File: src/rtl/registers_dump_unit_pkg.sv
// Shared debug-side definitions for the register dump unit: FSM encoding,
// byte geometry and counter sizing helpers.
package registers_dump_unit_pkg;

  typedef enum logic [2:0] {
    ST_IDLE    = 3'd0,
    ST_READ    = 3'd1,
    ST_CAPTURE = 3'd2,
    ST_SEND    = 3'd3,
    ST_WAIT_TX = 3'd4,
    ST_DONE    = 3'd5
  } dump_state_e;

  localparam int NB_BYTE         = 8;
  localparam int NB_DATA_DEFAULT = 32;
  localparam int BYTES_PER_WORD  = NB_DATA_DEFAULT / NB_BYTE;

  function automatic int bytes_per_word(input int nb_data);
    return nb_data / NB_BYTE;
  endfunction

  // A word of a single byte still needs a 1-bit counter to stay well formed.
  function automatic int byte_cnt_width(input int nb_data);
    int n;
    n = nb_data / NB_BYTE;
    return (n > 1) ? $clog2(n) : 1;
  endfunction

  localparam int NB_BYTE_CNT = byte_cnt_width(NB_DATA_DEFAULT);

endpackage

File: src/rtl/registers_dump_unit.sv
// Walks the register bank through its registered read port and serializes
// every word, LSB byte first, onto the UART TX start/done handshake.
module registers_dump_unit
  import registers_dump_unit_pkg::*;
#(
  parameter int NB_DATA    = NB_DATA_DEFAULT,
  parameter int NB_ADDR    = 5,
  parameter int BANK_DEPTH = 32
) (
  input  logic               i_clock,
  input  logic               i_reset,
  input  logic               i_start,
  input  logic [NB_DATA-1:0] i_reg_data,
  input  logic               i_tx_done,
  output logic [NB_ADDR-1:0] o_reg_addr,
  output logic [NB_BYTE-1:0] o_tx_data,
  output logic               o_tx_start,
  output logic               o_busy,
  output logic               o_done
);

  localparam int WORD_BYTES = bytes_per_word(NB_DATA);
  localparam int NB_CNT     = byte_cnt_width(NB_DATA);

  localparam logic [NB_CNT-1:0]  LAST_BYTE = NB_CNT'(WORD_BYTES - 1);
  localparam logic [NB_ADDR-1:0] LAST_ADDR = NB_ADDR'(BANK_DEPTH - 1);

  dump_state_e        state_q, state_d;
  logic [NB_ADDR-1:0] reg_addr_q, reg_addr_d;
  logic [NB_DATA-1:0] shift_q, shift_d;
  logic [NB_CNT-1:0]  byte_cnt_q, byte_cnt_d;
  logic [NB_BYTE-1:0] tx_data_q, tx_data_d;
  logic               tx_start_q, tx_start_d;
  logic               busy_q, busy_d;
  logic               done_q, done_d;

  always_comb begin
    // NOTE: every variable gets a default first, so no path through the case leaves one unassigned and infers a latch.
    state_d    = state_q;
    reg_addr_d = reg_addr_q;
    shift_d    = shift_q;
    byte_cnt_d = byte_cnt_q;

    unique case (state_q)
      ST_IDLE: begin
        if (i_start) begin
          state_d    = ST_READ;
          reg_addr_d = '0;
          byte_cnt_d = '0;
        end
      end
      ST_READ:    state_d = ST_CAPTURE;
      ST_CAPTURE: begin
        shift_d = i_reg_data;
        state_d = ST_SEND;
      end
      ST_SEND:    state_d = ST_WAIT_TX;
      ST_WAIT_TX: begin
        if (i_tx_done) begin
          if (byte_cnt_q < LAST_BYTE) begin
            shift_d    = shift_q >> NB_BYTE;
            byte_cnt_d = byte_cnt_q + 1'b1;
            state_d    = ST_SEND;
          end else if (reg_addr_q < LAST_ADDR) begin
            reg_addr_d = reg_addr_q + 1'b1;
            byte_cnt_d = '0;
            state_d    = ST_READ;
          end else begin
            state_d = ST_DONE;
          end
        end
      end
      ST_DONE:    state_d = ST_IDLE;
      default:    state_d = ST_IDLE;
    endcase

    // Outputs are decoded from the next state so they land registered on entry.
    tx_data_d  = (state_d == ST_SEND) ? shift_d[NB_BYTE-1:0] : tx_data_q;
    tx_start_d = (state_d == ST_SEND);
    busy_d     = (state_d != ST_IDLE);
    done_d     = (state_d == ST_DONE);
  end

  // NOTE: sequential state uses non-blocking assignments so all flops update together on the edge.
  always_ff @(posedge i_clock or posedge i_reset) begin
    if (i_reset) begin
      state_q    <= ST_IDLE;
      reg_addr_q <= '0;
      // NOTE: the shift register is a plain flop vector, so it is reset along with the control state.
      shift_q    <= '0;
      byte_cnt_q <= '0;
      tx_data_q  <= '0;
      tx_start_q <= 1'b0;
      busy_q     <= 1'b0;
      done_q     <= 1'b0;
    end else begin
      state_q    <= state_d;
      reg_addr_q <= reg_addr_d;
      shift_q    <= shift_d;
      byte_cnt_q <= byte_cnt_d;
      tx_data_q  <= tx_data_d;
      tx_start_q <= tx_start_d;
      busy_q     <= busy_d;
      done_q     <= done_d;
    end
  end

  assign o_reg_addr = reg_addr_q;
  assign o_tx_data  = tx_data_q;
  assign o_tx_start = tx_start_q;
  assign o_busy     = busy_q;
  assign o_done     = done_q;

endmodule

File: config.mk
export PLATFORM = sky130hd
export DESIGN_NAME = registers_dump_unit
export DESIGN_NICKNAME = d
export VERILOG_FILES = /design/src/rtl/registers_dump_unit_pkg.sv /design/src/rtl/registers_dump_unit.sv
export SDC_FILE = /design/constraint.sdc
export NUM_CORES = 1
export LEC_CHECK = 0
export CAP_MARGIN = 25
export CORE_MARGIN = 2
export CORE_UTILIZATION = 52
export CTS_CLUSTER_SIZE = 14
export DETAILED_ROUTE_END_ITERATION = 10
export MAX_ROUTING_LAYER = met4
export PLACE_DENSITY_LB_ADDON = 0.12
export REMOVE_ABC_BUFFERS = 1
export SYNTH_ARGS = -nofsm -noshare
export SYNTH_HDL_FRONTEND = slang
export SYNTH_SLANG_ARGS = --single-unit
File: constraint.sdc
create_clock -name i_clock -period 3.5 [get_ports i_clock]
set_input_delay 0.7 -clock i_clock [delete_from_list [all_inputs] [get_ports i_clock]]
set_output_delay 0.7 -clock i_clock [all_outputs]
set_load 0.02 [all_outputs]
Word-level counts from Yosys, hierarchy flattened
Index checks and enable logic that the tools add are counted.
- register bits: 53
- bits of input ports: 36
- output and inout port bits: 16
- add/subtract/negate cells: 2
- magnitude comparators: 2
- equal/unequal tests: 12
- muxes and demuxes: 18
- reductions and logical operators: 7
- operators by type and width (cell ; number):
    2-to-1 mux 32 bit ; 2
    case mux 32 bit (2 select lines) ; 1
    2-to-1 mux 5 bit ; 4
    case mux 3 bit (5 select lines) ; 1
    2-to-1 mux 3 bit ; 4
    != test 2 bit, second input constant ; 5
    case mux 5 bit (2 select lines) ; 1
    equality test 3 x 2 -> 1 bit, second input constant ; 3
    2-to-1 mux 2 bit ; 4
    equality test 3 bit, second input constant ; 2
    adder 5 x 1 -> 5 bit, second input constant ; 1
    < comparator 5 bit, second input constant ; 1
    AND reduction 5 bit ; 1
    case mux 2 bit (2 select lines) ; 1
    AND reduction 4 bit ; 1
    nonzero test 2 bit ; 2
    equality test 3 x 1 -> 1 bit, second input constant ; 1
    logical NOT 3 bit ; 1
    != test 3 bit, second input constant ; 1
    AND reduction 3 bit ; 1
    nonzero test 3 bit ; 1
    adder 2 x 1 -> 2 bit, second input constant ; 1
    < comparator 2 bit, second input constant ; 1

Depth between registers and ports, before layout
- depth in word-level cells: 6
- gate-level depth with buffers: 6
- mapped depth without buffers: 5

Worst setup path after synthesis
No wires, ideal clock.
- path kind: input-to-reg
- from: input port i_tx_done
- to: register shift_q[24]
- library setup time: 0.117 ns
- data arrival time: 1.443 ns
- data required time: 3.383 ns
- slack: 1.941 ns
- stages on the path: 5
- buffers on the path: 1
- cell sequence: nand2_1 > or3_1 > buf_2 > nand3_1 > nand2_1
- longest elaborated chain between the ends: 2
- RTL lines (element ; RTL line ; text):
    start: declaration ; registers_dump_unit.sv:14 ; input logic i_tx_done,
    != test 2 bit (no line) ; -- ;
    AND reduction 3 bit (no line) ; -- ;
    end signal: assignment ; registers_dump_unit.sv:99 ; shift_q <= shift_d;
    end: declaration ; registers_dump_unit.sv:30 ; logic [NB_DATA-1:0] shift_q, shift_d;
No other way between the ends.
A chain may end at the register's enable or synchronous reset.

Final worst setup path
- from: register reg_addr_q[0] (netlist: o_reg_addr[0])
- to: output port o_reg_addr[0]
- RTL lines (element ; RTL line ; text):
    start: declaration ; registers_dump_unit.sv:29 ; logic [NB_ADDR-1:0] reg_addr_q, reg_addr_d;
    start signal: assignment ; registers_dump_unit.sv:98 ; reg_addr_q <= reg_addr_d;
    end: declaration ; registers_dump_unit.sv:15 ; output logic [NB_ADDR-1:0] o_reg_addr,
No word-level cell between the ends.

==> metrics.md <==
| Metric | Value |
|---|---|
| Die height | `just under 70 um` |
| DPL Wire Length | `3090 um` |
| Core area | `3740 um2` |
| Seq/Total Area, Yosys | `around 54%` |
| Total gr overflow | `0` |
| TritonCTS Buffers | `5` |
| IR drop worst, VDD | `773 uV` |
| Synth top area cells | `dfrtp_1 54%, nand2_1 14%, a22oi_1 8.7%` |
| Status | `finished, final reports clean` |
| Setup TNS Final | `0 ns` |
| Yosys top cell area share | `54.2%` |
| WS Path Type | `reg2out` |
| Area Growth Syn to Fin | `29.7%` |
| Area of the multi-input gates | `~850 um2` |
| Antenna-violating nets left | `0` |
| Area post-placement | `2580 um2` |
| Slew Limit Headroom | `43.9%` |
| Die area | `around 4500 um2` |
| Top cell type by total area after synthesis | `dfrtp_1` |
| Syn Inst Count | `217` |
| Cells along the critical path | `clkdlybuf4s50_1` |
| Ports | `52` |
| Setup violators final | `0` |
| Register area | `1130 um2` |
| Slew of the pin with the lowest slew margin | `0.836 ns` |
| Vias in the first global route | `between 1500 and 2000` |
| Worst clock skew | `0.00832 ns` |
| Critical Path RT | `about 2.8 ns` |
| Max FO, Critical Path | `8` |
| Wirelength per Cell | `14.2 um` |
| Rows | `22` |
| Crit path buf inv count | `1` |
| Setup ws final | `~1.4 ns` |
| DR vias | `between 1500 and 2000` |
| Clock Sinks | `45` |
| PostCTS Resize Cnt | `0` |
| Slew Limit Fails | `0` |
| Syn Std Cell Area | `2080 um2` |
| CP max stage delay | `between 0.6 and 0.7 ns` |
| CTS tree | `built` |
| CP startpoint kind | `flop` |
| Leakage | `~1.2 nW` |
| # fillers | `307` |
| Nets | `303` |
| FMAX | `around 480 MHz` |
| Hold Violations, Final | `0` |
| CP top delay family | `buffers and inverters` |
| Setup bufs post-CTS | `0` |
| Final instance area | `2690 um2` |
| Min-delay worst type | `reg2reg` |
| RSZ-0062 raised after global routing | `false` |
| H-tree lvl count | `2` |
| Fin crit share | `59.8%` |
| Min Tclk post-route | `2.09 ns` |
| Max Cap Violations | `0` |
| CTS max path bufs | `2` |
| Share of cells above drive strength 1 | `about 6.4%` |
| Hold_buf cts | `0` |
| Vias per cell | `~5.3` |
| First-pass DRT Iterations | `4` |
| Root buffer cell | `clkbuf_8` |
| Synth Warn # | `0` |
| Routed Wire Length | `between 4000 and 5000 um` |
| Pin count of the biggest net entering global routing | `33` |
| Dpl ws | `approximately 1.2 ns` |
| Synthesized area per cell | `9.57 um2` |
| Initial DRC Count | `155` |
| Number of buffers added on ports | `51` |
| Diodes inserted | `0` |
| Initial Util | `between 50% and 60%` |
| Synthesis-stage register bit count | `between 40 and 50` |
| # DRC | `0` |
| First-pass GRT wire length | `7710 um` |
| Initial antenna violation count | `0` |
| Worst-skew pair later-pin latency | `0.29 ns` |
| Critical Path AT | `1.39 ns` |
| Die Wd | `67.2 um` |
| Routability congestion estimate | `approximately 0.88` |
| CP Capture Type | `primary output` |
| GRT Total Usage | `23.5%` |
| Clock transition at path regs | `~0.08 ns` |
| Synth cell types | `35` |
| Power Dens Cells | `841 nW/um2` |
| Worst path slowest cell | `clkdlybuf4s50_1` |
placed cells by master, fill, tap and decap left out, types with 2 or more instances in the layout:
| cell type | netlist | final |
|---|---|---|
| nand2_1 | 75 | 75 |
| clkdlybuf4s50_1 | 0 | 51 |
| dfrtp_1 | 45 | 45 |
| a22oi_1 | 24 | 24 |
| nand3_1 | 14 | 14 |
| clkbuf_8 | 0 | 5 |
| nor2_1 | 4 | 4 |
| and3_1 | 3 | 3 |
| nor3_1 | 3 | 3 |
| buf_4 | 0 | 3 |
| nor2b_1 | 3 | 2 |
| or3_1 | 2 | 2 |
| inv_1 | 3 | 2 |
| o211ai_1 | 2 | 2 |
| a31oi_1 | 2 | 2 |
| nand4b_1 | 2 | 2 |
| a21oi_1 | 2 | 2 |
| ha_1 | 2 | 2 |
synthesized netlist by cell type, drive strengths merged:
master / number
nand2: 75
dfrtp: 45
a22oi: 24
nand3: 14
buf: 13
inv: 4
nor2: 4
nor3: 4
and3: 3
nor2b: 3
a21oi: 2
a31o: 2
a31oi: 2
ha: 2
nand4b: 2
o211ai: 2
o21ai: 2
or3: 2
a211oi: 1
a32o: 1
and2: 1
mux2i: 1
nand2b: 1
nand4: 1
o22a: 1
o22ai: 1
o31a: 1
or2: 1
or3b: 1
xnor2: 1
metal layers:
metal / GRT usage [%] / up-vias / wire [um]
met4: 7.65 / 0 / 37
met2: 37.0 / 44 / 2150
met3: 5.67 / 4 / 238
met1: 30.0 / 782 / 2030
li1: - / 843 / -
met5: - / - / 0
final cells by class:
type | instances | share of cell area (%)
clock buffers | 6 | 2.69
clock inverters | 2 | 1.44
well taps | 48 | 2.23
repair buffers | 54 | 19.8
flip-flops and latches | 45 | 41.8
inverters | 4 | 0.557
multi-input cells | 155 | 31.5
registers in the layout, summed over array words and instances (netlist names):
name        count
byte_cnt_q      2
o_busy          1
o_done          1
o_reg_addr      5
o_tx_data       8
o_tx_start      1
shift_q        24
state_q         3
final timing paths:
kind | start | end | slack (ns) | cells past startpoint
worst min register to register | o_tx_data[7] | o_tx_data[7] | 0.48 | 2
min in group asynchronous | i_reset | shift_q[19] | 0.77 | 2
max in group asynchronous | i_reset | shift_q[24] | 2.00 | 3
worst min-delay path | o_tx_data[7] | o_tx_data[7] | 0.48 | 2
worst max register to register | state_q[2] | shift_q[29] | 1.81 | 4
worst max-delay path | o_reg_addr[0] | o_reg_addr[0] | 1.41 | 1
cells by family after synthesis:
logic type / Yosys count / share of synthesized area (%)
simple gates: 112 / 24.2
flops: 45 / 54.2
compound gates: 39 / 14.5
buf+inv: 17 / 5.06
fa+ha+maj: 2 / 1.20
xor+xnor: 1 / 0.422
mux: 1 / 0.482
per-stage QoR:
| stage | power (W) | utilization, % | hold slack (ns) | cells |
|---|---|---|---|---|
| global placement | 0.00186 | 69.0 | 0.457 | 306 |
| floorplan | 0.00153 | - | 0.447 | 204 |
| detailed placement | 0.00190 | 69.0 | 0.462 | 306 |
| global route | 0.00246 | 72.0 | 0.496 | 314 |
| CTS | 0.00229 | 72.0 | 0.483 | 314 |
| finish | 0.00226 | 72.0 | 0.477 | 314 |
report_power, final:
part	internal (W)	switching, W	total [W]
clock	0.000214	0.000169	0.000383
combinational	0.000420	0.000542	0.000962
sequential	0.000755	0.000165	0.000920
total	0.00139	0.000876	0.00226
(Power assumes the default switching activity.)
